**config.mk**
```make
export PLATFORM = sky130hd
export DESIGN_NAME = decode_stage_hz
export DESIGN_NICKNAME = d
export VERILOG_FILES = /design/src/rtl/decode_stage_hz.sv
export SDC_FILE = /design/constraint.sdc
export NUM_CORES = 2
export LEC_CHECK = 0
export BUFFER_PORTS_ARGS = -buffer_cell sky130_fd_sc_hd__buf_2
export CAP_MARGIN = 20
export CORE_ASPECT_RATIO = 1.2
export CORE_MARGIN = 2
export CORE_UTILIZATION = 30
export DETAILED_ROUTE_END_ITERATION = 6
export PLACE_DENSITY = 0.54
export SKIP_LAST_GASP = 1
export SYNTH_ARGS = -nofsm -noshare
export SYNTH_HDL_FRONTEND = slang
export SYNTH_SLANG_ARGS = --single-unit
```
**constraint.sdc**
```tcl
create_clock -name clk -period 2.87 [get_ports clk]
set_input_delay 0.287 -clock clk [delete_from_list [all_inputs] [get_ports clk]]
set_output_delay 0.287 -clock clk [all_outputs]
set_load 0.1 [all_outputs]
```
**src/rtl/decode_stage_hz.sv**
```systemverilog
// Instruction decode stage: register file with write-through bypass, main control decode,
// sign extension, load-use hazard detection and the ID/EX pipeline register.
module decode_stage_hz #(
    parameter int DATA_W    = 32,
    parameter int RA_W      = 5,
    parameter int IMM_W     = 16,
    parameter bit HAZARD_EN = 1'b1
) (
    input  logic              clk,
    input  logic              rst,
    input  logic              wb_reg_write,
    input  logic [RA_W-1:0]   wb_write_reg_location,
    input  logic [DATA_W-1:0] mem_wb_write_data,
    input  logic [31:0]       if_id_instr,
    input  logic [DATA_W-1:0] if_id_npc,
    input  logic              flush,
    input  logic              hold,
    output logic              stall_o,
    output logic              illegal_o,
    output logic [1:0]        id_ex_wb,
    output logic [2:0]        id_ex_mem,
    output logic [3:0]        id_ex_execute,
    output logic [DATA_W-1:0] id_ex_npc,
    output logic [DATA_W-1:0] id_ex_readdat1,
    output logic [DATA_W-1:0] id_ex_readdat2,
    output logic [DATA_W-1:0] id_ex_sign_ext,
    output logic [RA_W-1:0]   id_ex_instr_bits_25_21,
    output logic [RA_W-1:0]   id_ex_instr_bits_20_16,
    output logic [RA_W-1:0]   id_ex_instr_bits_15_11
);

    localparam int NREG = 1 << RA_W;

    function automatic logic [RA_W-1:0] fit_ra(input logic [4:0] f);
        logic [RA_W+4:0] t;
        t = {{RA_W{1'b0}}, f};
        return t[RA_W-1:0];
    endfunction

    function automatic logic [DATA_W-1:0] sext_imm(input logic [IMM_W-1:0] imm);
        logic signed [IMM_W-1:0] s;
        s = imm;
        return DATA_W'(s);
    endfunction

    logic [DATA_W-1:0] rf_q [NREG];

    logic [RA_W-1:0]   rs_d, rt_d, rd_d;
    logic [DATA_W-1:0] rdat1_d, rdat2_d, sext_d;
    logic [1:0]        wb_d;
    logic [2:0]        mem_d;
    logic [3:0]        ex_d;
    logic              ill_d;
    logic              wr_live;

    logic [1:0]        wb_q;
    logic [2:0]        mem_q;
    logic [3:0]        ex_q;
    logic              ill_q;
    logic [DATA_W-1:0] npc_q, rdat1_q, rdat2_q, sext_q;
    logic [RA_W-1:0]   rs_q, rt_q, rd_q;

    assign rs_d    = fit_ra(if_id_instr[25:21]);
    assign rt_d    = fit_ra(if_id_instr[20:16]);
    assign rd_d    = fit_ra(if_id_instr[15:11]);
    assign sext_d  = sext_imm(if_id_instr[IMM_W-1:0]);
    assign wr_live = wb_reg_write && (wb_write_reg_location != '0);

    // Same-cycle write-back is forwarded so ID never sees a stale value.
    assign rdat1_d = (wr_live && wb_write_reg_location == rs_d) ? mem_wb_write_data : rf_q[rs_d];
    assign rdat2_d = (wr_live && wb_write_reg_location == rt_d) ? mem_wb_write_data : rf_q[rt_d];

    always_ff @(posedge clk) begin
        if (rst) begin
            for (int i = 0; i < NREG; i++) rf_q[i] <= '0;
        end else if (wr_live) begin
            rf_q[wb_write_reg_location] <= mem_wb_write_data;
        end
    end

    always_comb begin
        wb_d  = 2'b00;
        mem_d = 3'b000;
        ex_d  = 4'b0000;
        ill_d = 1'b0;
        unique case (if_id_instr[31:26])
            6'b000000: begin wb_d = 2'b10; ex_d = 4'b1100; end
            6'b100011: begin wb_d = 2'b11; mem_d = 3'b010; ex_d = 4'b0001; end
            6'b101011: begin mem_d = 3'b001; ex_d = 4'b0001; end
            6'b000100: begin mem_d = 3'b100; ex_d = 4'b0010; end
            default:   ill_d = 1'b1;
        endcase
    end

    // A frozen back end cannot absorb a bubble, so hold suppresses the stall request.
    assign stall_o = HAZARD_EN && !hold && mem_q[1] && (rt_q != '0)
                     && ((rt_q == rs_d) || (rt_q == rt_d));

    always_ff @(posedge clk) begin
        if (rst) begin
            wb_q    <= '0;
            mem_q   <= '0;
            ex_q    <= '0;
            ill_q   <= 1'b0;
            npc_q   <= '0;
            rdat1_q <= '0;
            rdat2_q <= '0;
            sext_q  <= '0;
            rs_q    <= '0;
            rt_q    <= '0;
            rd_q    <= '0;
        end else if (flush || !hold) begin
            wb_q    <= (flush || stall_o) ? 2'b00   : wb_d;
            mem_q   <= (flush || stall_o) ? 3'b000  : mem_d;
            ex_q    <= (flush || stall_o) ? 4'b0000 : ex_d;
            ill_q   <= (flush || stall_o) ? 1'b0    : ill_d;
            npc_q   <= if_id_npc;
            rdat1_q <= rdat1_d;
            rdat2_q <= rdat2_d;
            sext_q  <= sext_d;
            rs_q    <= rs_d;
            rt_q    <= rt_d;
            rd_q    <= rd_d;
        end
    end

    assign illegal_o              = ill_q;
    assign id_ex_wb               = wb_q;
    assign id_ex_mem              = mem_q;
    assign id_ex_execute          = ex_q;
    assign id_ex_npc              = npc_q;
    assign id_ex_readdat1         = rdat1_q;
    assign id_ex_readdat2         = rdat2_q;
    assign id_ex_sign_ext         = sext_q;
    assign id_ex_instr_bits_25_21 = rs_q;
    assign id_ex_instr_bits_20_16 = rt_q;
    assign id_ex_instr_bits_15_11 = rd_q;

endmodule
```
* Word level (Yosys, flattened, before mapping)
Memories as Yosys holds them, arrays and structs flattened. A register that Yosys moved wholly into a read port is not among the register bits. Index checks and enable logic that the tools add are counted. Widths: inputs -> output; s select.
Operators by class: multiplexer cells 16, reduce and logical (&&, ||, !) cells 14, equal/unequal tests 5
Operators with widths (number):
- $mux 32 | 1
- $reduce_or 32->1 | 1
- $eq 6x6->1 const B | 2
- $pmux 4 s3 | 1
- $eq 5x5->1 | 2
- $reduce_bool 5->1 | 2
- $pmux 3 s3 | 1
- $mux 1 | 8
- $eq 6x3->1 const B | 1
- $logic_not 6->1 | 1
- $mux 5 | 1
- $logic_and 1x1->1 | 4
- $mux 4 | 1
- $pmux 2 s2 | 1
- $reduce_or 4->1 | 1
- $logic_or 1x1->1 | 3
- $mux 3 | 1
- $mux 2 | 1
- $reduce_or 2->1 | 1
- $logic_not 1->1 | 1
Storage, ports and cells: RAM bits 1024, memories kept 1, output and inout port bits 154, logic and storage cells 45, flip-flop bits (word level) 73, input bits 106
Memory list:
- rf_q | depth 32, width 32, rd ports 2, clocked after Yosys merged registers in 2, write ports 32, RTL line 46 | logic [DATA_W-1:0] rf_q [NREG];

* Longest topological paths before layout
word-level depth 7, depth in mapped cells 9, gate-level depth less buffers 5

* Worst setup path after synthesis
Ideal clock, no wire load.
path type register -> output, start reg rt_q[0] (netlist: id_ex_instr_bits_20_16[0]), end out stall_o, arrival 2822 ps, cell stages (with the launch flop) 5, setup slack -239 ps, buffers on the path 0, required time 2583 ps, cell sequence dfxtp_1 -> xor2_1 -> nor3_1 -> a22oi_2 -> nor2_1
Between the ends: cells in the longest elaborated chain, start to end 3, elaborated cells on any way between the ends 6, those cells by class eq/ne: 2; reduce/logical: 4
RTL lines:
- from (decl) | RTL line 61 | logic [RA_W-1:0] rs_q, rt_q, rd_q;
- from (signal assigned) | RTL line 122 | rt_q <= rt_d;
- $eq 5x5->1 / $reduce_bool 5->1 (equally long branches) | RTL line 97, 96
- $logic_or 1x1->1 / $logic_and 1x1->1 (equally long branches) | RTL line 97, 96
- $logic_and 1x1->1 * | RTL line 97 | && ((rt_q == rs_d) || (rt_q == rt_d));
- to (decl) | RTL line 18 | output logic stall_o,
Every way passes the cells marked *; elsewhere a longest branch is shown, timed or not.

==> impl_metrics.json <==
{
  "status": "complete, no violations",
  "r2r_slack_ns": 0.64,
  "first_pass_iters": 6,
  "rsz0062_at_grt": "false",
  "drive_above_1_share_pct": 30.4,
  "endpoint_kind": "flop",
  "power.density_nw_per_um2": 624,
  "dieWidth_um": 411,
  "num_vias": 38858,
  "clock_latency_ns": 0.79,
  "synth_most_common_cell": "edfxtp_1",
  "grt-ovfl-total": 0,
  "worstHoldEndpoint": "id_ex_mem[2]$_SDFFE_PP0P_",
  "pwr-share-clk_pct": 40.6,
  "core_um2": 198000,
  "swShare_pct": 27.1,
  "worstPathMaxFanout": 36,
  "cts_resized": 0,
  "htree_levels": 4,
  "grt_max_degree": 91,
  "slew_viol_final": 0,
  "grt_use_total_pct": 20.8,
  "hpwl_um": 133000,
  "cts_tree": "yes",
  "async_flop_share_pct": 0,
  "synthTopCellsByArea": "edfxtp_1, mux4_2, and2_1, dfxtp_1, clkbuf_1",
  "min-delay-path-class": "in2reg",
  "vias_per_cell": 5.48,
  "cp-start-kind": "primary input",
  "synth_commonest_cells": "edfxtp_1, and2_1, mux4_2, clkbuf_1, nand2_1",
  "synth-edff-count": 1024,
  "antenna_found_initial": 15,
  "holdPathStages": 5,
  "r2r-end": "id_ex_mem[0]$_SDFFE_PP0P_",
  "ys.flop_type": "edfxtp_1",
  "rows": 179,
  "p_seq_share_pct": 45.4,
  "worst-endpoint-required_ns": 3.58,
  "hold_violations": 0,
  "finalCritPeriodShare_pct": 88.9,
  "portBuffers": 259,
  "drt_iter0_drc": 4246,
  "start_util_pct": 30.1,
  "cts_buffers": 137,
  "maxCapViolCount": 0,
  "finalCriticalPeriod_ns": 2.55,
  "fin_tns_setup_ns": 0,
  "cp.arrival_ns": 3.26,
  "worstMarginPinSlew_ns": 0.905,
  "synthDominantCellAreaShare_pct": 51.7,
  "setup_viol": 0,
  "ff2ff_path_depth": 6,
  "grt_pass1_vias": 39149,
  "p_comb_share_pct": 14.0,
  "fin_hold_ws_ns": 0.0607,
  "grt_first_pass_wirelength_um": 298000,
  "cts_max_path_buffers": 3,
  "nNetsFinal": 4458,
  "clkSinkCount": 1155,
  "antenna_left": 0,
  "root_buffer": "clkbuf_16",
  "yosysUniqueCellTypes": 55,
  "synth_area_um2": 59500,
  "clkSlewWorstSetupHoldPaths_ns": 0.06,
  "gp_congestion": 0.824,
  "slew_headroom_pct": 39.7,
  "skew_ns": 0.0259,
  "yosysTopAreaCell": "edfxtp_1",
  "avgSynthCellArea_um2": 14.6,
  "ir_drop_mv": 0.530,
  "ys_seq_area_share_pct": 56.1,
  "die_y_um": 492,
  "dieArea_um2": 202000,
  "hold_start": "if_id_instr[26]",
  "path_class": "in2reg",
  "synth_seq_cells": 1155,
  "leakage_nw": 24.6,
  "fmax_mhz": 392,
  "wirelength_um": 213000,
  "r2r-start": "id_ex_instr_bits_20_16[0]$_SDFFE_PP0P_",
  "p_sw_mw": 11.9,
  "drc": 0,
  "io_pins": 260,
  "synthCells": 4071,
  "wire_per_inst_um": 30.0,
  "ys_warn_count": 0,
  "p_int_mw": 31.9,
  "area_growth_pct": 17.6
}
[worst max-delay path, stage by stage]
cell,delay (ns)
dlygate4sd3_1,0.56
buf_8,0.44
or3_1,0.24
buf_12,0.28
o22ai_1,0.16
a211oi_1,0.65
o21ai_0,0.32
o22ai_1,0.22
[power groups by stage]
stage / registers [mW] / clock network (mW) / logic [mW]
6_report: 19.8 / 17.7 / 6.14
5_1_grt: 19.9 / 18.6 / 6.38
4_1_cts: 19.8 / 18.0 / 6.13
3_5_place_dp: 20.2 / 0 / 6.06
3_3_place_gp: 20.1 / 0 / 6.04
2_1_floorplan: 21.0 / 0 / 3.07
[state kept, by name, summed over array words and instances (netlist names), 2 cells and up]
name	flops
id_ex_execute	3
id_ex_mem	3
id_ex_npc	32
id_ex_sign_ext	11
id_ex_instr_bits_20_16	5
id_ex_readdat2	32
id_ex_readdat1	32
id_ex_instr_bits_15_11	5
rf_q	1024
id_ex_wb	2
id_ex_instr_bits_25_21	5
[layout by cell type (no fill, tap or decap), types with 12 or more instances in the layout]
cell / Yosys / layout
conb_1: 1 / 32
a221oi_2: 27 / 27
nor2_4: 0 / 32
clkbuf_8: 0 / 13
nor2_1: 45 / 12
nand2_1: 196 / 195
and2_1: 995 / 993
mux4_2: 480 / 480
o21ai_1: 19 / 19
clkbuf_16: 0 / 147
or2_2: 32 / 32
a21o_1: 32 / 32
dlygate4sd3_1: 0 / 61
buf_2: 61 / 249
clkinv_2: 0 / 22
buf_4: 55 / 193
clkinv_1: 0 / 27
o22ai_1: 139 / 139
mux2i_1: 103 / 103
mux2_2: 57 / 57
a22oi_1: 96 / 96
clkbuf_1: 289 / 25
dfxtp_1: 131 / 131
edfxtp_1: 1024 / 1024
a211oi_1: 57 / 57
buf_12: 0 / 58
a21oi_1: 67 / 67
[worst max-delay path by stage]
stage / from / endpoint / slack, ns / cells after the start
after floorplan: id_ex_instr_bits_20_16[0]$_SDFFE_PP0P_ / stall_o / 0.22 / 4
after global placement: wb_reg_write / rf_q[17][5]$_SDFFCE_PN0P_ / 0.15 / 8
after detailed placement: if_id_instr[17] / id_ex_readdat2[17]$_SDFFE_PP0P_ / 0.16 / 7
after CTS: id_ex_instr_bits_20_16[0]$_SDFFE_PP0P_ / stall_o / 0.28 / 5
after global routing: id_ex_instr_bits_20_16[0]$_SDFFE_PP0P_ / stall_o / 0.21 / 5
final: if_id_instr[21] / id_ex_readdat1[30]$_SDFFE_PP0P_ / 0.32 / 8
[layer usage]
metal  wire, µm  track usage, %
met4       7180            7.28
met3      17800            4.32
met5         12               0
met2     102000            34.2
met1      86000            27.1
[cells by family after synthesis]
kind of cell | count (synthesis) | synth area share, %
other | 1 | 0.00630
multiplexers | 640 | 21.0
flip-flops | 1155 | 56.1
AO/OA/AOI/OAI | 490 | 5.96
AND/OR/NAND/NOR | 1309 | 12.8
buffers and inverters | 458 | 3.90
XOR/XNOR | 18 | 0.265
[layout make-up]
class / count / area, µm²
antenna: 6 / 15.0
clock buffer: 184 / 3940
clock inverter: 70 / 601
fill: 18757 / 128000
inverter: 1 / 3.75
multi-input combinational: 2489 / 24200
sequential: 1155 / 33400
tap: 2624 / 3280
timing repair buffer: 568 / 4570
[per-stage QoR]
stage / cells / power [mW] / utilization, % / instance area (µm²) / worst slack, ns
6_report: 7097 / 43.7 / 35.4 / 70000 / 0.318
5_1_grt: 7092 / 44.9 / 35.4 / 70000 / 0.209
4_1_cts: 7091 / 43.9 / 35.4 / 70000 / 0.280
3_5_place_dp: 6776 / 26.2 / 32.8 / 64800 / 0.162
3_3_place_gp: 6776 / 26.2 / 32.8 / 64800 / 0.148
2_1_floorplan: 4102 / 24.1 / - / 59600 / 0.218
[repair_timing]
action,4_1_cts,5_1_grt
setup buffers,0,0
hold endpoints to repair,64,0
setup endpoints to repair,0,0
hold buffers,61,0
No activity file was read; power rests on OpenSTA's default activity.
